--- config.mk ---
export PLATFORM = sky130hd
export DESIGN_NAME = round_scorer
export DESIGN_NICKNAME = d
export VERILOG_FILES = /design/src/rtl/tron_pkg.sv /design/src/rtl/round_scorer_crash_edge_det.sv /design/src/rtl/round_scorer.sv
export SDC_FILE = /design/constraint.sdc
export NUM_CORES = 1
export LEC_CHECK = 0
export CORE_MARGIN = 3
export CORE_UTILIZATION = 40
export CTS_CLUSTER_DIAMETER = 100
export DETAILED_ROUTE_END_ITERATION = 10
export PLACE_DENSITY = 0.75
export SYNTH_ARGS = -nofsm -noshare
export SYNTH_HDL_FRONTEND = slang
export SYNTH_HIERARCHICAL = 1
export SYNTH_SLANG_ARGS = --single-unit
export TNS_END_PERCENT = 50
--- constraint.sdc ---
create_clock -name Clk -period 2.1 [get_ports Clk]
set_input_delay 0.42 -clock Clk [delete_from_list [all_inputs] [get_ports Clk]]
set_output_delay 0.42 -clock Clk [all_outputs]
set_load 0.05 [all_outputs]
--- src/rtl/tron_pkg.sv ---
// Shared constants and FSM encoding for the Tron round scorer.
package tron_pkg;

    localparam logic [2:0] GS_MENU  = 3'd0;
    localparam logic [2:0] GS_PAUSE = 3'd1;

    typedef enum logic [1:0] {
        ARM        = 2'd0,
        PLAY       = 2'd1,
        ROUND_END  = 2'd2,
        MATCH_OVER = 2'd3
    } score_state_t;

endpackage

--- src/rtl/round_scorer_crash_edge_det.sv ---
// Registered rising-edge detector for per-player crash levels.
// Clearing forgets the crash history, so a level still high after a clear
// shows up as a fresh edge.
module crash_edge_det #(
    parameter int WIDTH = 2
) (
    input  logic             clk,
    input  logic             clr,
    input  logic [WIDTH-1:0] lvl,
    output logic [WIDTH-1:0] ev
);

    logic [WIDTH-1:0] prev_d, prev_q;

    // Next history value is simply the current level.
    always_comb begin
        prev_d = lvl;
    end

    // History register with synchronous clear.
    always_ff @(posedge clk) begin
        if (clr) prev_q <= '0;
        else     prev_q <= prev_d;
    end

    assign ev = lvl & ~prev_q;

endmodule

--- src/rtl/round_scorer.sv ---
// Round/match score keeper for NUM_PLAYERS light-cycles.
// Survivors of each round score one point (saturating at WIN_SCORE);
// an all-crashed round is a draw. reset_round pulses RESET_CYCLES wide
// after every round end, and the winners are latched once anyone hits
// WIN_SCORE.
// Optional: define SCORE_LAST_ROUND_EN to add the last_round_scorers port.
module round_scorer
    import tron_pkg::*;
#(
    parameter int NUM_PLAYERS  = 2,
    parameter int WIN_SCORE    = 3,
    parameter int SCORE_W      = $clog2(WIN_SCORE + 1),
    parameter int RESET_CYCLES = 4
) (
    input  logic                           Clk,
    input  logic                           Reset_Score,
    input  logic [2:0]                     Game_State,
    input  logic [NUM_PLAYERS-1:0]         crash,
    output logic [NUM_PLAYERS*SCORE_W-1:0] score,
    output logic                           reset_round,
    output logic                           draw_round,
    output logic [NUM_PLAYERS-1:0]         win,
`ifdef SCORE_LAST_ROUND_EN
    output logic [NUM_PLAYERS-1:0]         last_round_scorers,
`endif
    output logic                           match_over
);

    localparam int CNT_W = $clog2(RESET_CYCLES + 1);
    localparam logic [SCORE_W-1:0] WIN_VAL  = SCORE_W'(WIN_SCORE);
    localparam logic [CNT_W-1:0]   CNT_LOAD = CNT_W'(RESET_CYCLES);

    logic clear;
    logic [NUM_PLAYERS-1:0] ev;
    logic any_win;

    score_state_t state_d, state_q;
    logic [NUM_PLAYERS-1:0][SCORE_W-1:0] score_d, score_q;
    logic [CNT_W-1:0] cnt_d, cnt_q;
    logic reset_round_d, reset_round_q;
    logic draw_round_d, draw_round_q;
    logic [NUM_PLAYERS-1:0] win_d, win_q;
    logic match_over_d, match_over_q;
`ifdef SCORE_LAST_ROUND_EN
    logic [NUM_PLAYERS-1:0] lrs_d, lrs_q;
`endif

    assign clear = Reset_Score || (Game_State == GS_MENU);

    crash_edge_det #(.WIDTH(NUM_PLAYERS)) u_edge (
        .clk (Clk),
        .clr (clear),
        .lvl (crash),
        .ev  (ev)
    );

    // Does any player currently hold the winning score?
    always_comb begin
        any_win = 1'b0;
        for (int i = 0; i < NUM_PLAYERS; i++)
            if (score_q[i] == WIN_VAL) any_win = 1'b1;
    end

    // Next-state and next-output computation for the scoring FSM.
    always_comb begin
        state_d       = state_q;
        score_d       = score_q;
        cnt_d         = cnt_q;
        reset_round_d = reset_round_q;
        draw_round_d  = 1'b0;
        win_d         = win_q;
        match_over_d  = match_over_q;
`ifdef SCORE_LAST_ROUND_EN
        lrs_d         = lrs_q;
`endif
        case (state_q)
            // Wait for every crash level to drop so stale levels never score.
            ARM: begin
                if (crash == '0) state_d = PLAY;
            end
            PLAY: begin
                if (Game_State != GS_PAUSE && ev != '0) begin
                    if (&crash) begin
                        draw_round_d = 1'b1;
`ifdef SCORE_LAST_ROUND_EN
                        lrs_d = '0;
`endif
                    end else begin
                        for (int i = 0; i < NUM_PLAYERS; i++)
                            if (!crash[i] && score_q[i] != WIN_VAL)
                                score_d[i] = score_q[i] + SCORE_W'(1);
`ifdef SCORE_LAST_ROUND_EN
                        lrs_d = ~crash;
`endif
                    end
                    reset_round_d = 1'b1;
                    cnt_d         = CNT_LOAD;
                    state_d       = ROUND_END;
                end
            end
            // Pulse runs regardless of PAUSE; cnt_q counts remaining high cycles.
            ROUND_END: begin
                if (cnt_q <= CNT_W'(1)) begin
                    reset_round_d = 1'b0;
                    cnt_d         = '0;
                    if (any_win) begin
                        state_d      = MATCH_OVER;
                        match_over_d = 1'b1;
                        for (int i = 0; i < NUM_PLAYERS; i++)
                            win_d[i] = (score_q[i] == WIN_VAL);
                    end else begin
                        state_d = ARM;
                    end
                end else begin
                    cnt_d = cnt_q - CNT_W'(1);
                end
            end
            MATCH_OVER: begin
                state_d = MATCH_OVER;
            end
            default: state_d = ARM;
        endcase
    end

    // State and output registers; a clear wins over everything.
    always_ff @(posedge Clk) begin
        if (clear) begin
            state_q       <= ARM;
            score_q       <= '0;
            cnt_q         <= '0;
            reset_round_q <= 1'b0;
            draw_round_q  <= 1'b0;
            win_q         <= '0;
            match_over_q  <= 1'b0;
`ifdef SCORE_LAST_ROUND_EN
            lrs_q         <= '0;
`endif
        end else begin
            state_q       <= state_d;
            score_q       <= score_d;
            cnt_q         <= cnt_d;
            reset_round_q <= reset_round_d;
            draw_round_q  <= draw_round_d;
            win_q         <= win_d;
            match_over_q  <= match_over_d;
`ifdef SCORE_LAST_ROUND_EN
            lrs_q         <= lrs_d;
`endif
        end
    end

    assign score       = score_q;
    assign reset_round = reset_round_q;
    assign draw_round  = draw_round_q;
    assign win         = win_q;
    assign match_over  = match_over_q;
`ifdef SCORE_LAST_ROUND_EN
    assign last_round_scorers = lrs_q;
`endif

endmodule
After elaboration in Yosys (flattened, before gate mapping):

Cells that the tools add are included.

* flip-flop bits (word level): 16
* input port bits: 7
* logic and storage cells: 62

* add/sub/neg operators: 3
* $lt $le $gt $ge: 1
* equality and inequality tests: 11
* multiplexer cells: 14
* bitwise operators: 5
* reduce and logical (&&, ||, !) cells: 19

Operators with widths (count)
* $ne 2x2->1 const B: 5
* $reduce_and 3->1: 3
* $eq 2x2->1 const B: 4
* $mux 2: 4
* $pmux 2 s4: 1
* $reduce_and 4->1: 2
* $mux 3: 2
* $pmux 3 s2: 1
* $mux 1: 5
* $add 2x1->2 const B: 2
* $logic_not 2->1: 2
* $reduce_and 2->1: 2
* $reduce_bool 2->1: 2
* $le 3x1->1 const B: 1
* $logic_and 1x1->1: 3
* $logic_not 3->1: 1
* $ne 3x1->1 const B: 1
* $not 1->1: 3
* $reduce_or 3->1: 1
* $sub 3x1->3 const B: 1
* $and 2x2->2: 1
* $eq 2x1->1 const B: 1
* $logic_not 1->1: 2
* $not 2->2: 1
* 2 further kinds: 2

Logic depth before layout (Yosys ltp):

Gate-level depths: netlist (run 1).

* word-level depth: 6
* gate-level depth with buffers: 5
* mapped depth without buffers: 5

Hierarchy:

The synthesis (run 1) kept the hierarchy.

Modules (own cells, without submodules)
* round_scorer: times used 1, cells an instance 83, area an instance 798.3 µm², seq. area each 280.3 µm²
* crash_edge_det: times used 1, cells an instance 6, area an instance 70.1 µm², seq. area each 40.0 µm²

Least setup slack after synthesis (run 1):

Ideal clock, no wire load.

* kind: register -> register
* from: register score_q (netlist bit score[0])
* to: register match_over_q, in the netlist match_over
* setup time: 0.066 ns
* arrival: 1.500 ns
* required time: 2.034 ns
* path slack: 0.534 ns
* stages on the path, launching flop included: 5
* period minus slack after synthesis: 1.566 ns
* path through: dfxtp_1 ha_1 nor2_1 or4_4 a21oi_2

* cells in the longest elaborated chain, start to end: 4

RTL lines
* start: declaration: line round_scorer.sv:38 `logic [NUM_PLAYERS-1:0][SCORE_W-1:0] score_d, score_q;`
* start signal: assignment: line round_scorer.sv:140 `score_q <= score_d;`
* $eq 2x2->1: line round_scorer.sv:61 `if (score_q[i] == WIN_VAL) any_win = 1'b1;`
* $mux 1 (2 in a row): line round_scorer.sv:61
* $reduce_and 3->1 (no source line)
* end signal: assignment: line round_scorer.sv:145 `match_over_q <= match_over_d;`
* end: declaration: line round_scorer.sv:43 `logic match_over_d, match_over_q;`

Every way passes these cells.
A chain may end at the register's enable or synchronous reset.

Final worst setup path (run 1):

* from: register score_q (netlist bit score[2])
* to: output score[2]

RTL lines
* end: declaration: line round_scorer.sv:19 `output logic [NUM_PLAYERS*SCORE_W-1:0] score,`

No word-level cell between the ends.

==> reports/summary.md, run 1 <==
The run finished with clean final reports. The fraction of layout instances using a drive strength above 1 was 15.9%; the count of standard-cell rows was 16. The aggregate routed wire length came out at 1650 um.

In the final timing run, aggregate negative setup slack is 0 ns. In this run the power spent charging and discharging nets is 146 uW. The critical path's largest stage delay is 0.82 ns. For this design, the slowest cell found on the critical path is sky130_fd_sc_hd__clkdlybuf4s50_1. The tools report the half-perimeter wire length of the detailed placement result as 1270 um. The number of sinks handled by clock tree synthesis was 16. For the worst setup path, the data required time is 1.68 ns. The capturing element type of the critical path is a primary output. Summed over all cells, the static leakage comes to 0.373 nW. For the pin with the worst max-slew slack, the measured transition is 0.502 ns. The worst hold path belongs to the class flop to flop.

After detailed routing, the average wire length per cell comes to 12.3 um. Setup violations remaining at the end of the flow were counted as 0. In this run switching power makes up 24.3% of total power.

Post-CTS timing repair inserted 0 buffers for setup. The tools report the final worst clock skew as 0.00167 ns. The floorplan step set the die height to 52.6 um. The final count of hold timing violations was 0; the share of flip-flops with an asynchronous set or reset was 0%. Max-cap violations in this run came to 0. Clock-pin slew was measured on the worst setup and hold paths at 0.09 ns. The average instance area after synthesis is 9.76 um^2. In the post-synthesis netlist, the biggest area contributors are sky130_fd_sc_hd__dfxtp_1, sky130_fd_sc_hd__ha_1, sky130_fd_sc_hd__nand3b_1. Data arrives at the worst endpoint at 1.50 ns. For this run, the detailed router's first-pass iteration total came to 3.

The per-cell via count in the routed design was 5.36; the count of antenna diodes in the layout was 0. The total of cells resized after clock tree synthesis is 0, and the overall fraction of global-route tracks in use is 13.7%. Critical path class: flop to primary output.

Setup repair after global routing left no endpoint under its margin. Number of antenna violations at the first check in global routing: 0. The relative slew slack was 66.4%; the post-layout minimum cycle time was 1.92 ns.

Buffers inserted to repair hold after CTS numbered 0. The kind of cell adding the most delay to the critical path was buffers and inverters. The longest clock path from root to sink contains 2 buffers. Relative contribution of sequential cells to total power: 53.1%. Combinational cells account for 12.5% of the total power. The logs give 0.29 ns for the clock latency reported for the late side of the worst-skew pair and 664 for the number of global-route vias before repair.

The core region is 2000 um^2. Highest clock frequency the design can meet: 0.520 GHz. The most common cell in the synthesized netlist is sky130_fd_sc_hd__dfxtp_1. The final count of pins violating max slew came out at 0. TritonCTS built the clock tree. STA classifies the critical path startpoint as a flop. In this run the power density over the cells is 552 nW/um^2.

The total of warnings raised by yosys is 6, and the wire length of the first global-routing pass is 2750 um. Summed over its instances, the top area cell type makes up 36.9% of the synthesized netlist area. Per report_power, the clock group accounts for 34.4% of the total. The total internal power came out at 454 uW.

The tools report the net count after synthesis as 100. For the register area share after synthesis, the log shows 36.9%. Of all cell types, the one taking the most synthesized area is sky130_fd_sc_hd__dfxtp_1. The floorplan step defined a die boundary enclosing 2770 um^2.

Global-route congestion overflow total: 0. The count of nets after finishing is 119, and the quantity of I/O buffers inserted on ports is 15. Entering global routing, the biggest net connects 13 pins. The number of buffer and inverter instances along the worst setup path was 1.

The tools report the maximum level of the CTS H-tree as 1. After layout, the worst path uses 91.6% of the clock period. The netlist uses 37 different library cells. The detailed router placed 718 vias in this run.

Of all nets on the critical path, the largest fanout is 4. The tools report the post-synth design cell area as 868 um^2. VDD sags by at most 0.000294 V. Compared with the post-synthesis result, the final layout area differs by 25.1%. Once the floorplan was initialized, standard cells occupied 43.4% of the core.

The critical path goes through clkdlybuf4s50_1. Synthesis inferred 16 register bits. Measured along the x axis, the die boundary spans 52.6 um. Once detail routing completed, the nets flagged for antenna violations numbered 0.

The total DRC errors in the routed layout was 0. Among all flip-flop cells after synthesis, the most frequent one is sky130_fd_sc_hd__dfxtp_1. 16 I/O pins were placed. TritonCTS created 3 clock buffers. Clock tree synthesis selected as its root buffer the cell sky130_fd_sc_hd__clkbuf_4. For the number of cells produced by synthesis, the log shows 89. Ranked by instance count, the synthesized netlist is headed by sky130_fd_sc_hd__dfxtp_1, sky130_fd_sc_hd__inv_1, sky130_fd_sc_hd__nand3b_1, sky130_fd_sc_hd__a21oi_1. Violation count after the first detailed-route iteration: 8. Overall power of the completed layout: 599 uW.

At the end of routability-driven placement, the weighted congestion stood at 0.912. The number of enable flip-flop cells after synthesis came out at 0.
## final timing paths
kind	startpoint	cells after the start	to	slack, ns
min	match_over	2	match_over	0.46
max reg2reg	cnt_q[1]	5	state_q[0]	0.54
min reg2reg	match_over	2	match_over	0.46
max	score[2]	1	score[2]	0.18
## area by class of cell
type	count	area (um^2)
Clock buffer	4	36.3
Fill cell	186	916
Inverter	6	22.5
Multi-Input combinational cell	64	508
Sequential cell	16	320
Tap cell	27	33.8
Timing Repair Buffer	17	165
## per-stage QoR
step	setup slack, ns	cells	instance area, um^2	utilization (%)	hold WS, ns
after global placement	0.171	130	1050	52.4	0.441
after CTS	0.158	134	1090	54.3	0.465
after global routing	0.125	134	1090	54.3	0.481
final	0.177	134	1090	54.3	0.459
after detailed placement	0.110	130	1050	52.4	0.448
after floorplan	0.534	89	868	-	0.497
## power groups by stage
stage / registers, mW / clock network [mW] / logic (mW)
floorplan: 0.332 / 0 / 0.0394
global placement: 0.325 / 0 / 0.0733
detailed placement: 0.326 / 0 / 0.0749
CTS: 0.319 / 0.217 / 0.0752
global route: 0.320 / 0.224 / 0.0803
finish: 0.318 / 0.206 / 0.0747
## per-layer routing
| layer | share of wire, % | vias to the layer above | GRT usage [%] |
|---|---|---|---|
| met5 | 0 | - | 0 |
| met4 | 1.6 | 0 | 7.66 |
| li1 | - | 370 | - |
| met1 | 48 | 327 | 15.8 |
| met3 | 4.5 | 4 | 3.70 |
| met2 | 45 | 17 | 22.5 |
## logic make-up after synthesis
family,after synthesis,share of synthesized area [%]
AOI/OAI and AO/OA,20,17.1
buffers and inverters,9,4.61
and+or+nand+nor,36,31.0
DFF,16,36.9
muxes,4,4.61
adders and majority gates,4,5.76
## cells in the final DEF, fill, tap and decap left out, types with 2 or more instances in the layout
cell	count
sky130_fd_sc_hd__o311ai_0	2
sky130_fd_sc_hd__and3b_1	2
sky130_fd_sc_hd__nand2_1	2
sky130_fd_sc_hd__nor4b_2	2
sky130_fd_sc_hd__nor2_1	3
sky130_fd_sc_hd__ha_1	4
sky130_fd_sc_hd__o21bai_1	2
sky130_fd_sc_hd__nand2b_1	2
sky130_fd_sc_hd__a21oi_1	5
sky130_fd_sc_hd__nor2b_2	2
sky130_fd_sc_hd__nand3b_1	6
sky130_fd_sc_hd__buf_4	2
sky130_fd_sc_hd__or3b_1	2
sky130_fd_sc_hd__nor3_1	2
sky130_fd_sc_hd__clkbuf_4	3
sky130_fd_sc_hd__mux2i_1	4
sky130_fd_sc_hd__inv_1	6
sky130_fd_sc_hd__a31o_2	2
sky130_fd_sc_hd__dfxtp_1	16
sky130_fd_sc_hd__nand3_1	2
sky130_fd_sc_hd__or3_1	2
sky130_fd_sc_hd__nor2b_1	3
sky130_fd_sc_hd__clkdlybuf4s50_1	15
## flip-flops by register name, indices dropped and copies added (netlist names)
name / count
match_over: 1
cnt_q: 3
win: 2
state_q: 2
reset_round: 1
u_edge/prev_q: 2
draw_round: 1
score: 4
No activity file was read; power rests on OpenSTA's default activity.
==> inputs of run 2 (changes only) <==
- GPL_TIMING_DRIVEN: default -> 0
- SLEW_MARGIN: default -> 30
==> reports/summary.md, run 2 (synthesis gave the netlist of run 1 again) <==
Maximum ir drop on the vdd rail: 0.000282 V (-4.2%). The via total after detailed routing was 723 (+0.70%). From synthesis to final layout, the design area changed by 25.4%. Leaving out fill and tap cells, the most frequent cells in the layout are sky130_fd_sc_hd__dfxtp_1, sky130_fd_sc_hd__clkdlybuf4s50_1, sky130_fd_sc_hd__inv_1, sky130_fd_sc_hd__nand3b_1, sky130_fd_sc_hd__a21oi_1. The final design area excluding fillers was 1090 um^2 (+0.23%).

The clock transition at the registers of the reported paths is 0.10 ns (about the same), and the number of buffer and inverter instances along the worst setup path is 1 (unchanged). For the leakage component of the power, the log shows 0.377 nW (+1.1%). The run gives 0.519 GHz (-0.27%) as the highest clock frequency the design can meet.

Setup repair after global routing left no endpoint under its margin. The quantity of I/O buffers inserted on ports is 15 (unchanged), and the final number of setup-violating endpoints is 0 (unchanged). The post-layout minimum cycle time is 1.93 ns (+0.00512 ns).

The fraction of the cycle the final worst path needs is 91.8% (+0.24 points), and the effective utilization at floorplan is 43.4% (unchanged). The run gives 0 (unchanged) as the number of antenna violations at the first check in global routing. The number of post-CTS setup repair buffers is 0 (unchanged). The total of cells resized after clock tree synthesis came out at 0 (unchanged). The flow ran to the end, and the final reports show no timing, DRC or antenna violations. The final worst setup slack was 0.172 ns (-0.00512 ns); the count of nets after finishing was 120 (+0.84%). The final count of hold timing violations is 0 (unchanged). The fraction of layout instances using a drive strength above 1 came out at 16.7% (+0.78 points). Logic depth of the worst path, buffers included: 1 (unchanged). The largest net degree at the start of global routing is 12 (-1). The number of buffers added to fix hold violations after cts is 0 (unchanged). The library cell used most frequently in the layout, excluding fill and tap cells, is sky130_fd_sc_hd__dfxtp_1.

The worst slack at placement is 0.0773 ns (-0.0329 ns), and the aggregate routed wire length is 1600 um (-3.2%). The die outline area came out at 2770 um^2 (unchanged). The tools report the worst hold slack as 0.456 ns (-0.00267 ns). The run gives 54.4% (+0.12 points) as the end-of-flow core utilization.

For the required time of the worst setup path, the log shows 1.68 ns (about the same). The slack of the worst reg-to-reg path came out at 0.53 ns (about the same). The kind of cell with the highest combined delay along the critical path is buffers and inverters.

TritonCTS built the clock tree. The number of flip-flops in the largest register works out to 4 (unchanged). The number of iterations in the first detailed-routing pass is 4 (+1), and the critical path's largest stage delay is 0.83 ns (about the same).

The measured slew at the worst slew-check pin was 0.495 ns (-0.00663 ns). Walking the worst path, the cells encountered are clkdlybuf4s50_1. The logs give 0 (unchanged) for the max-capacitance violation count and 8 (unchanged) for the violation count after the first detailed-route iteration.

Length in cells of the worst reg-to-reg path: 5 (unchanged). Number of global-route vias before repair: 666 (+0.30%). The number of buffers created by CTS was 3 (unchanged).

The overall fraction of global-route tracks in use came out at 13.9% (+0.23 points). The overall die height works out to 52.6 um (unchanged). The relative slew slack was 66.9% (+0.44 points); the maximum level of the CTS H-tree was 1 (unchanged). For the number of standard cells in the final layout excluding fillers, the log shows 135 (+0.75%).

For the wire length of the first global-routing pass, the log shows 2780 um (+1.2%). The tools report the post-placement cell count as 131 (+0.77%). The final count of pins violating max slew is 0 (unchanged), and the global-route congestion overflow total is 0 (unchanged).

The total core area came out at 2000 um^2 (unchanged). The worst hold path belongs to the class flop to flop. The per-cell routed wire length works out to 11.8 um (-3.9%). The critical path class is flop to primary output. For the overall power of the completed layout, the log shows 597 uW (-0.46%).

The hold-critical path depth was 2 (unchanged); the horizontal die dimension was 52.6 um (unchanged). The largest fanout of any net on the critical path is 4 (unchanged). Root buffer cell: sky130_fd_sc_hd__clkbuf_4.

The slowest stage of the critical path is the sky130_fd_sc_hd__clkdlybuf4s50_1 cell. The capturing element type of the critical path is a primary output. Setup TNS after final layout: 0 ns (unchanged). Largest buffer count on any clock path: 2 (unchanged). The final worst clock skew is 0.00473 ns (+0.00306 ns), and the per-cell via count in the routed design is 5.36 (about the same).

The run gives 1210 um (-4.7%) as the half-perimeter wire length of the detailed placement result. The post-detailed-route count of antenna-violating nets is 0 (unchanged). The startpoint type of the worst setup path was a flop. The global placer's final weighted congestion is 0.857 (-6.0%), and the top-level I/O count is 16 (unchanged). The logs give 1.51 ns (about the same) for the critical path arrival and 16 (unchanged) for the number of sinks handled by clock tree synthesis. The areal power density over the cells was 548 nW/um^2 (-0.69%); the count of standard-cell rows was 16 (unchanged). The count of antenna diodes in the layout is 0 (unchanged).

The total placed instance area was 1050 um^2 (+0.24%); the total DRC errors in the routed layout was 0 (unchanged). For the clock latency reported for the late side of the worst-skew pair, the log shows 0.29 ns (about the same).
[run 2: cell count changes in the layout (fill, tap and decap cells not counted), sizes merged]
cell  before  now
buf        2    3
[run 2: area by class of cell]
type / count / area, um^2
Buffer: 3 / 17.5
Clock buffer: 4 / 36.3
Fill cell: 188 / 913
Inverter: 6 / 22.5
Multi-Input combinational cell: 64 / 508
Sequential cell: 16 / 320
Tap cell: 27 / 33.8
Timing Repair Buffer: 15 / 150
[run 2: final timing paths]
check	from	end
max	score[2]	score[2]
min reg2reg	match_over	match_over
min	match_over	match_over
max reg2reg	cnt_q[1]	state_q[0]
[run 2: worst register-to-register path, cell delays in order, from the launching register on]
cell	delay (ns)
sky130_fd_sc_hd__dfxtp_1	0.38
sky130_fd_sc_hd__inv_1	0.08
sky130_fd_sc_hd__ha_1	0.19
sky130_fd_sc_hd__o21bai_1	0.26
sky130_fd_sc_hd__a311oi_1	0.31
sky130_fd_sc_hd__and4bb_2	0.25
[run 2: metal layers]
metal / wire length [um] / vias up / GRT usage [%]
met5: 0 / - / 0
met4: 35 / 0 / 7.66
li1: - / 369 / -
met1: 739 / 328 / 17.2
met2: 725 / 22 / 21.7
met3: 95 / 4 / 3.70
[run 2: power by group]
group	leakage, nW	total, mW	switching, mW	internal, mW
Combinational	0.226	0.0744	0.0374	0.0371
Sequential	0.130	0.317	0.00655	0.311
Clock	0.0210	0.205	0.0993	0.106
==> inputs of run 3 (changes only) <==
- CTS_CLUSTER_SIZE: default -> 20
==> results of run 3 <==
No change in the layout: final DEF, timing and power equal those of run 2.
